[src/rtl/loader_pkg.sv]
// -----------------------------------------------------------------------------
// loader_pkg
// Shared widths and the controller state encoding for the instruction-memory
// loader (imem_loader) and its byte packer (byte_packer).
// -----------------------------------------------------------------------------
package loader_pkg;

    localparam int WORD_W         = 32;
    localparam int ADDR_W         = 8;
    localparam int BYTE_W         = 8;
    localparam int BYTES_PER_WORD = 4;
    localparam int CNT_W          = $clog2(BYTES_PER_WORD);

    typedef enum logic [2:0] {
        S_IDLE,
        S_HEADER,
        S_DATA,
        S_WRITE,
        S_CHECK,
        S_DONE,
        S_ERROR
    } loader_state_e;

endpackage

[src/rtl/byte_packer.sv]
// -----------------------------------------------------------------------------
// byte_packer
// Four-byte shift register that assembles a big-endian word: the first byte
// shifted in ends up in the most significant byte after four loads.
//
// Ports
//   clk      in   clock
//   clr      in   synchronous active-high reset
//   clear_i  in   synchronous clear (new load beginning)
//   load_i   in   shift byte_i into the low byte
//   byte_i   in   BYTE_W  incoming stream byte
//   word_o   out  WORD_W  current packed word
// -----------------------------------------------------------------------------
module byte_packer
    import loader_pkg::*;
(
    input  logic              clk,
    input  logic              clr,
    input  logic              clear_i,
    input  logic              load_i,
    input  logic [BYTE_W-1:0] byte_i,
    output logic [WORD_W-1:0] word_o
);

    logic [WORD_W-1:0] word_q;

    // NOTE: sequential state is always assigned with <= so every register
    // samples the pre-edge values of its neighbours.
    always_ff @(posedge clk) begin
        if (clr || clear_i) begin
            word_q <= '0;
        end else if (load_i) begin
            word_q <= {word_q[WORD_W-BYTE_W-1:0], byte_i};
        end
    end

    assign word_o = word_q;

endmodule

[src/rtl/imem_loader.sv]
// -----------------------------------------------------------------------------
// imem_loader
// Receives a program over a valid/ready byte stream and writes it, one 32-bit
// word per cycle pulse, into instruction memory while holding the CPU in clear.
// Stream: header N (word count - 1), then 4*(N+1) big-endian payload bytes.
//
// Build option: define LOADER_CHECKSUM_EN to append a checksum byte to the
// stream (XOR of header and payload); a mismatch ends in ERROR instead of DONE.
//
// Ports
//   clk         in   clock, rising edge
//   clr         in   synchronous active-high reset, highest priority
//   start       in   begin a load (honoured in IDLE, DONE, ERROR)
//   byte_valid  in   source has byte_data this cycle
//   byte_data   in   8   stream byte
//   byte_ready  out  loader accepts a byte this cycle
//   mem_wen     out  one-cycle write strobe per word
//   mem_addr    out  8   word address (holds last value between writes)
//   mem_data    out  32  word data (holds last value between writes)
//   cpu_hold    out  CPU held in clear unless load finished in DONE
//   busy        out  load in progress
//   done        out  load finished successfully
//   err         out  checksum mismatch (constant 0 without the checksum build)
// -----------------------------------------------------------------------------
module imem_loader
    import loader_pkg::*;
(
    input  logic              clk,
    input  logic              clr,
    input  logic              start,
    input  logic              byte_valid,
    input  logic [BYTE_W-1:0] byte_data,
    output logic              byte_ready,
    output logic              mem_wen,
    output logic [ADDR_W-1:0] mem_addr,
    output logic [WORD_W-1:0] mem_data,
    output logic              cpu_hold,
    output logic              busy,
    output logic              done,
    output logic              err
);

    loader_state_e     state_q, state_d;
    logic [ADDR_W-1:0] n_q, n_d;
    logic [ADDR_W-1:0] addr_q, addr_d;
    logic [CNT_W-1:0]  cnt_q, cnt_d;
    logic [ADDR_W-1:0] mem_addr_q, mem_addr_d;
    logic [WORD_W-1:0] mem_data_q, mem_data_d;
    logic [WORD_W-1:0] packed_word;
    logic              pack_load;
    logic              pack_clear;
`ifdef LOADER_CHECKSUM_EN
    logic [BYTE_W-1:0] csum_q, csum_d;
`endif

    byte_packer u_packer (
        .clk     (clk),
        .clr     (clr),
        .clear_i (pack_clear),
        .load_i  (pack_load),
        .byte_i  (byte_data),
        .word_o  (packed_word)
    );

    always_ff @(posedge clk) begin
        if (clr) begin
            state_q    <= S_IDLE;
            n_q        <= '0;
            addr_q     <= '0;
            cnt_q      <= '0;
            mem_addr_q <= '0;
            mem_data_q <= '0;
`ifdef LOADER_CHECKSUM_EN
            csum_q     <= '0;
`endif
        end else begin
            state_q    <= state_d;
            n_q        <= n_d;
            addr_q     <= addr_d;
            cnt_q      <= cnt_d;
            mem_addr_q <= mem_addr_d;
            mem_data_q <= mem_data_d;
`ifdef LOADER_CHECKSUM_EN
            csum_q     <= csum_d;
`endif
        end
    end

    // Byte acceptance depends on state only, so byte_valid alone decides a
    // transfer inside each accepting state.
    always_comb begin
        // NOTE: every signal gets a default before the case so no path leaves
        // it unassigned, which would otherwise infer a latch.
        state_d    = state_q;
        n_d        = n_q;
        addr_d     = addr_q;
        cnt_d      = cnt_q;
        mem_addr_d = mem_addr_q;
        mem_data_d = mem_data_q;
        byte_ready = 1'b0;
        mem_wen    = 1'b0;
        pack_load  = 1'b0;
        pack_clear = 1'b0;
`ifdef LOADER_CHECKSUM_EN
        csum_d     = csum_q;
`endif

        case (state_q)
            S_IDLE, S_DONE, S_ERROR: begin
                if (start) begin
                    state_d    = S_HEADER;
                    addr_d     = '0;
                    cnt_d      = '0;
                    pack_clear = 1'b1;
`ifdef LOADER_CHECKSUM_EN
                    csum_d     = '0;
`endif
                end
            end

            S_HEADER: begin
                byte_ready = 1'b1;
                if (byte_valid) begin
                    n_d     = byte_data;
                    addr_d  = '0;
                    cnt_d   = '0;
                    state_d = S_DATA;
`ifdef LOADER_CHECKSUM_EN
                    csum_d  = byte_data;
`endif
                end
            end

            S_DATA: begin
                byte_ready = 1'b1;
                if (byte_valid) begin
                    pack_load = 1'b1;
                    cnt_d     = cnt_q + CNT_W'(1);
`ifdef LOADER_CHECKSUM_EN
                    csum_d    = csum_q ^ byte_data;
`endif
                    if (cnt_q == CNT_W'(BYTES_PER_WORD - 1)) begin
                        state_d = S_WRITE;
                    end
                end
            end

            // The packer holds the complete word this cycle; capture it and
            // the address so the memory outputs stay stable afterwards.
            S_WRITE: begin
                mem_wen    = 1'b1;
                mem_addr_d = addr_q;
                mem_data_d = packed_word;
                if (addr_q == n_q) begin
`ifdef LOADER_CHECKSUM_EN
                    state_d = S_CHECK;
`else
                    state_d = S_DONE;
`endif
                end else begin
                    addr_d  = addr_q + ADDR_W'(1);
                    state_d = S_DATA;
                end
            end

`ifdef LOADER_CHECKSUM_EN
            S_CHECK: begin
                byte_ready = 1'b1;
                if (byte_valid) begin
                    state_d = (byte_data == csum_q) ? S_DONE : S_ERROR;
                end
            end
`endif

            default: state_d = S_IDLE;
        endcase
    end

    // During WRITE the live word/address drive memory; otherwise the copies
    // captured on the last write hold the bus steady.
    assign mem_addr = (state_q == S_WRITE) ? addr_q      : mem_addr_q;
    assign mem_data = (state_q == S_WRITE) ? packed_word : mem_data_q;

    assign cpu_hold = (state_q != S_DONE);
    assign done     = (state_q == S_DONE);
    assign busy     = (state_q == S_HEADER) || (state_q == S_DATA) ||
                      (state_q == S_WRITE)  || (state_q == S_CHECK);
`ifdef LOADER_CHECKSUM_EN
    assign err      = (state_q == S_ERROR);
`else
    assign err      = 1'b0;
`endif

endmodule

[config.mk]
export PLATFORM = sky130hd
export DESIGN_NAME = imem_loader
export DESIGN_NICKNAME = d
export VERILOG_FILES = /design/src/rtl/loader_pkg.sv /design/src/rtl/byte_packer.sv /design/src/rtl/imem_loader.sv
export SDC_FILE = /design/constraint.sdc
export NUM_CORES = 1
export LEC_CHECK = 0
export ABC_CLOCK_PERIOD_IN_PS = 3140
export BUFFER_PORTS_ARGS = -buffer_cell sky130_fd_sc_hd__buf_2
export CORE_ASPECT_RATIO = 1.5
export CORE_UTILIZATION = 37
export CTS_BUF_LIST = sky130_fd_sc_hd__clkbuf_8
export CTS_CLUSTER_SIZE = 30
export DETAILED_ROUTE_END_ITERATION = 8
export PLACE_DENSITY = 0.61
export SYNTH_ARGS = -nofsm -noshare
export SYNTH_HDL_FRONTEND = slang
export SYNTH_SLANG_ARGS = --single-unit
[constraint.sdc]
create_clock -name clk -period 3.14 [get_ports clk]
set_input_delay 0.628 -clock clk [delete_from_list [all_inputs] [get_ports clk]]
set_output_delay 0.628 -clock clk [all_outputs]
set_load 0.005 [all_outputs]
==> results.json, run 1 <==
{
  "outcome": "complete, no violations",
  "vdd_drop_max_mv": 0.336,
  "synth_common_cells": "nand2_1, dfxtp_1, a21oi_1, clkbuf_1, nor2_1",
  "root_buffer": "clkbuf_8",
  "crit_type": "register to output port",
  "area_growth_pct": 13.4,
  "cts-resized-gates": 0,
  "hold_ws_ps": 458,
  "p_leak_nw": 1.87,
  "worstMarginPinSlew_ps": 696,
  "hold_violations": 0,
  "timing.fmax_ghz": 0.353,
  "start_kind": "register",
  "drc": 0,
  "finalCritPeriodShare": 0.902,
  "ant_nets": 0,
  "cts.sinks": 93,
  "relSlewSlack": 0.536,
  "fin_cells": 653,
  "post_drt_via_cell_ratio": 5.11,
  "cts_tree": "done",
  "wl_per_cell_um": 13.4,
  "ys_warn_count": 0,
  "dieHeight_um": 127,
  "yosysSeqAreaShare": 0.486,
  "avgSynthCellArea_um2": 7.75,
  "dp_cells": 637,
  "powerDensity_nw_per_um2": 528,
  "rows": 45,
  "path_clk_slew_ps": 80,
  "finalSetupTns_ps": 0,
  "post_cts.repair.setup_buffers": 0,
  "cts_buffer_depth": 2,
  "cts_max_level": 3,
  "die_area_um2": 10800,
  "multi_input_area_um2": 1800,
  "routed_wirelength_mm": 8.75,
  "yosys.area.top_type_share": 0.486,
  "drive_gt1_frac": 0.164,
  "antenna_found_initial": 0,
  "die_w_um": 85.1,
  "setup_violations": 0,
  "arrival_ps": 2200,
  "final_nets": 545,
  "fillers": 1050,
  "yosysUniqueCellTypes": 48,
  "first_pass_iters": 6,
  "io_pins": 58,
  "vias": 3335,
  "cts_hold_buf": 0,
  "worstHoldPathType": "register to register",
  "seqCellArea_um2": 1860,
  "report.final.slew_viol_count": 0,
  "synth_cells": 494,
  "min_period_ps": 2830,
  "synth_nets": 508,
  "gr-total-overflow": 0,
  "grt_max_degree": 61,
  "gp_congestion": 0.862,
  "final_util": 0.431,
  "start_util": 0.380,
  "grt_pass1_vias": 3108,
  "synth_edf_count": 0,
  "yosysMostFrequentCell": "nand2_1",
  "async_flop_share": 0,
  "reg2reg_slack_ps": 860,
  "crit_required_ps": 2510,
  "cts_buffers": 9,
  "synth_area_leaders": "dfxtp_1, nand2_1, a21oi_1",
  "ys.flop_type": "dfxtp_1",
  "crit_fanout": 47,
  "grtUsageTotal": 0.174,
  "dp_hpwl_mm": 5.85,
  "dr.first_iter.drc_count": 195,
  "fin_total_pwr_mw": 2.29,
  "core_area_um2": 10100,
  "port_buffers": 56,
  "endpoint_kind": "output port",
  "synth_seq_cells": 93,
  "synth_largest_area_cell": "dfxtp_1",
  "finClkSkew_ps": 5.55,
  "rsz0062_at_grt": "no",
  "cap_violations": 0,
  "syn_area_um2": 3830,
  "grt_first_pass_wirelength_mm": 14.7,
  "clkLatencyLatePin_ps": 360,
  "n_antenna_cell": 0
}
## report_power, final
group | internal (mW) | total, mW | switching, mW
clock | 0.406 | 0.809 | 0.403
sequential | 1.20 | 1.23 | 0.0327
combinational | 0.0855 | 0.254 | 0.168
## state kept, by name, summed over array words and instances (netlist names)
signal / cells
addr_q: 8
cnt_q: 2
mem_addr_q: 8
mem_data_q: 32
n_q: 8
state_q: 3
u_packer.word_o: 32
## per-layer routing
layer  GRT usage  wire length, um
met5           0                0
met4      0.0698              167
met3      0.0403              367
met2       0.289             4330
met1       0.216             3890
## path summary, 6_finish.rpt
check	start	endpoint	cells past startpoint
worst max-delay path	state_q[2]$_SDFFE_PP0P_	mem_data[15]	6
worst min register to register	u_packer.word_o[25]$_SDFFE_PP0P_	u_packer.word_o[25]$_SDFFE_PP0P_	2
worst max register to register	state_q[0]$_SDFFE_PP0P_	addr_q[5]$_SDFFE_PP0P_	5
worst min-delay path	u_packer.word_o[25]$_SDFFE_PP0P_	u_packer.word_o[25]$_SDFFE_PP0P_	2
## worst max-delay path: stages, from the launching register on
cell,delay [ps]
dfxtp_1,650
and2b_1,260
nand2_1,100
buf_4,450
nand2_1,150
nand2_1,110
buf_2,110
## cell type report
cell class	instances	area share
flip-flops and latches	93	0.429
multi-input cells	364	0.414
repair buffers	60	0.0744
clock buffers	11	0.0349
well taps	117	0.0337
clock inverters	5	0.0118
inverters	3	0.00259
## metrics by stage
step	area [um^2]	setup slack [ps]
2_1_floorplan	3830	1210
3_3_place_gp	4140	782
3_5_place_dp	4140	701
4_1_cts	4340	276
5_1_grt	4340	85.2
6_report	4340	308
## cell usage in the layout (no fill, tap or decap), types with 5 or more instances in the layout
cell type,count
nand2_1,190
nand3_1,5
a31oi_1,5
buf_2,56
nor2_1,16
a21oi_1,80
xnor2_1,7
dfxtp_1,93
o21ai_0,7
mux2i_1,8
clkbuf_8,11
## kinds of logic after synthesis
group / Yosys count / share of synthesized area
XOR/XNOR: 10 / 0.0229
multiplexers: 8 / 0.0209
AO/OA/AOI/OAI: 102 / 0.143
flip-flops: 93 / 0.486
buffers and inverters: 37 / 0.0461
adder cells (fa/ha/maj): 2 / 0.00653
AND/OR/NAND/NOR: 241 / 0.274
other: 1 / 0.000979
(Power assumes the default switching activity.)
==> inputs of run 2 (changes only) <==
- REMOVE_ABC_BUFFERS: default -> 1
==> run 2 against run 1 <==
  * Via count fell by 2.2%
  * Clock skew rose by 3.0 ps
  * Maximum frequency fell by 0.48%
  * Utilization fell by 0.22 points
  * Global-route usage fell by 1.5 points
  * Final cell count fell by 0.31%
  * Combinational power barely moved
  * Largest power group unchanged
  * Die area did not move
  * Sequential share of layout area rose by 0.22 points
  * First-iteration DRC count fell by 7.2%
==> results.json, run 2 (synthesis gave the netlist of run 1 again) <==
{
  "io_pins": 58,
  "relSlewSlack": 0.477,
  "post_drt_via_cell_ratio": 5.01,
  "port_buffers": 56,
  "die_area_um2": 10800,
  "worstHoldStart": "u_packer.word_o[24]$_SDFFE_PP0P_",
  "rows": 45,
  "cts_buffers": 9,
  "report.final.slew_viol_count": 0,
  "final_util": 0.429,
  "grt_pass1_vias": 3022,
  "crit_type": "register to output port",
  "crit_path_max_incr_delay_ps": 590,
  "gp_congestion": 0.759,
  "crit_path_frequent_cell": "nand2_1",
  "routed_wirelength_mm": 8.17,
  "crit_fanout": 46,
  "ff2ff_path_depth": 5,
  "start_util": 0.380,
  "first_pass_iters": 4,
  "hold_ws_ps": 459,
  "gr-total-overflow": 0,
  "seqPwrFrac": 0.537,
  "fin_total_pwr_mw": 2.29,
  "die_w_um": 85.1,
  "finalCritPeriodShare": 0.906,
  "grt_first_pass_wirelength_mm": 13.7,
  "finalInstanceArea_um2": 4320,
  "area_growth_pct": 12.8,
  "power.switching_mw": 0.601,
  "fin_cells": 651,
  "timing.fmax_ghz": 0.351,
  "core_area_um2": 10100,
  "outcome": "complete, no violations",
  "cts.sinks": 93,
  "final_nets": 544,
  "cap_violations": 0,
  "vdd_drop_max_mv": 0.238,
  "wl_per_cell_um": 12.6,
  "p_leak_nw": 1.85,
  "final_common_cell": "nand2_1",
  "finClkSkew_ps": 8.56,
  "n_antenna_cell": 0,
  "path_clk_slew_ps": 80,
  "arrival_ps": 2220,
  "critPathLaunch": "state_q[0]$_SDFFE_PP0P_",
  "combPwrFrac": 0.110,
  "clkLatencyLatePin_ps": 360,
  "dpl-instance-area_um2": 4120,
  "cts_max_level": 3,
  "min_period_ps": 2850,
  "crit_chain": "and2b_1 > nand2_1 > inv_2 > nand2_1 > nand2_1 > buf_2",
  "place_ws_ps": 669,
  "finalSetupTns_ps": 0,
  "drive_gt1_frac": 0.163,
  "vias": 3261,
  "antenna_found_initial": 0,
  "grtUsageTotal": 0.158,
  "root_buffer": "clkbuf_8",
  "worstMarginPinSlew_ps": 783,
  "dp_cells": 636,
  "cts_hold_buf": 0,
  "mostFrequentLayoutCells": "nand2_1, dfxtp_1, a21oi_1",
  "worstHoldPathType": "register to register",
  "dieHeight_um": 127,
  "fin_ws_ps": 294,
  "grt_max_degree": 61,
  "clkPwrFrac": 0.352,
  "crit_required_ps": 2510,
  "setup_violations": 0,
  "dr.first_iter.drc_count": 181,
  "cts-resized-gates": 0,
  "worst_r2r_startpoint": "state_q[0]$_SDFFE_PP0P_",
  "hold_violations": 0,
  "cts_buffer_depth": 2,
  "drc": 0,
  "post_cts.repair.setup_buffers": 0,
  "ant_nets": 0,
  "powerDensity_nw_per_um2": 529,
  "rsz0062_at_grt": "no",
  "start_kind": "register",
  "endpoint_kind": "output port",
  "dp_hpwl_mm": 5.44,
  "crit_slowest_cell": "inv_2",
  "cts_tree": "done",
  "power.share.switching": 0.263,
  "p_int_mw": 1.68,
  "hold-path-cell-count": 2
}
-- run 2: cell count changes in the layout (fill, tap and decap cells not counted), sizes merged --
cell      change
clkinv        -2
buf           -1
clkinvlp      +2
inv           -1
-- run 2: worst max-delay path: cells and delay by family, from the launching register on --
kind | cells | cell delay (ps)
flops | 1 | 560
simple gates | 4 | 610
buf+inv | 2 | 700
-- run 2: worst paths after layout --
path                                      end  slack (ps)
max                              mem_data[17]         290
max reg2reg            addr_q[5]$_SDFFE_PP0P_         850
min reg2reg  u_packer.word_o[24]$_SDFFE_PP0P_         460
min          u_packer.word_o[24]$_SDFFE_PP0P_         460
-- run 2: per-layer routing --
metal / vias up / track usage / wire length (um)
met4: 0 / 0.0688 / 169
li1: 1696 / - / -
met5: - / 0 / 0
met3: 12 / 0.0319 / 243
met2: 52 / 0.290 / 4230
met1: 1501 / 0.175 / 3530
-- run 2: final cells by class --
type                    instances  area [um^2]
clock buffers                  11          151
repair buffers                 59          303
clock inverters                 4         48.8
fillers                      1064         5760
flip-flops and latches         93         1860
well taps                     117          146
multi-input cells             364         1800
inverters                       3         11.3
-- run 2: power groups by stage --
stage / clock (mW) / combinational [mW] / sequential (mW)
3_3_place_gp: 0 / 0.251 / 1.25
5_1_grt: 0.873 / 0.283 / 1.23
2_1_floorplan: 0 / 0.167 / 1.25
4_1_cts: 0.836 / 0.256 / 1.23
6_report: 0.805 / 0.252 / 1.23
3_5_place_dp: 0 / 0.255 / 1.26
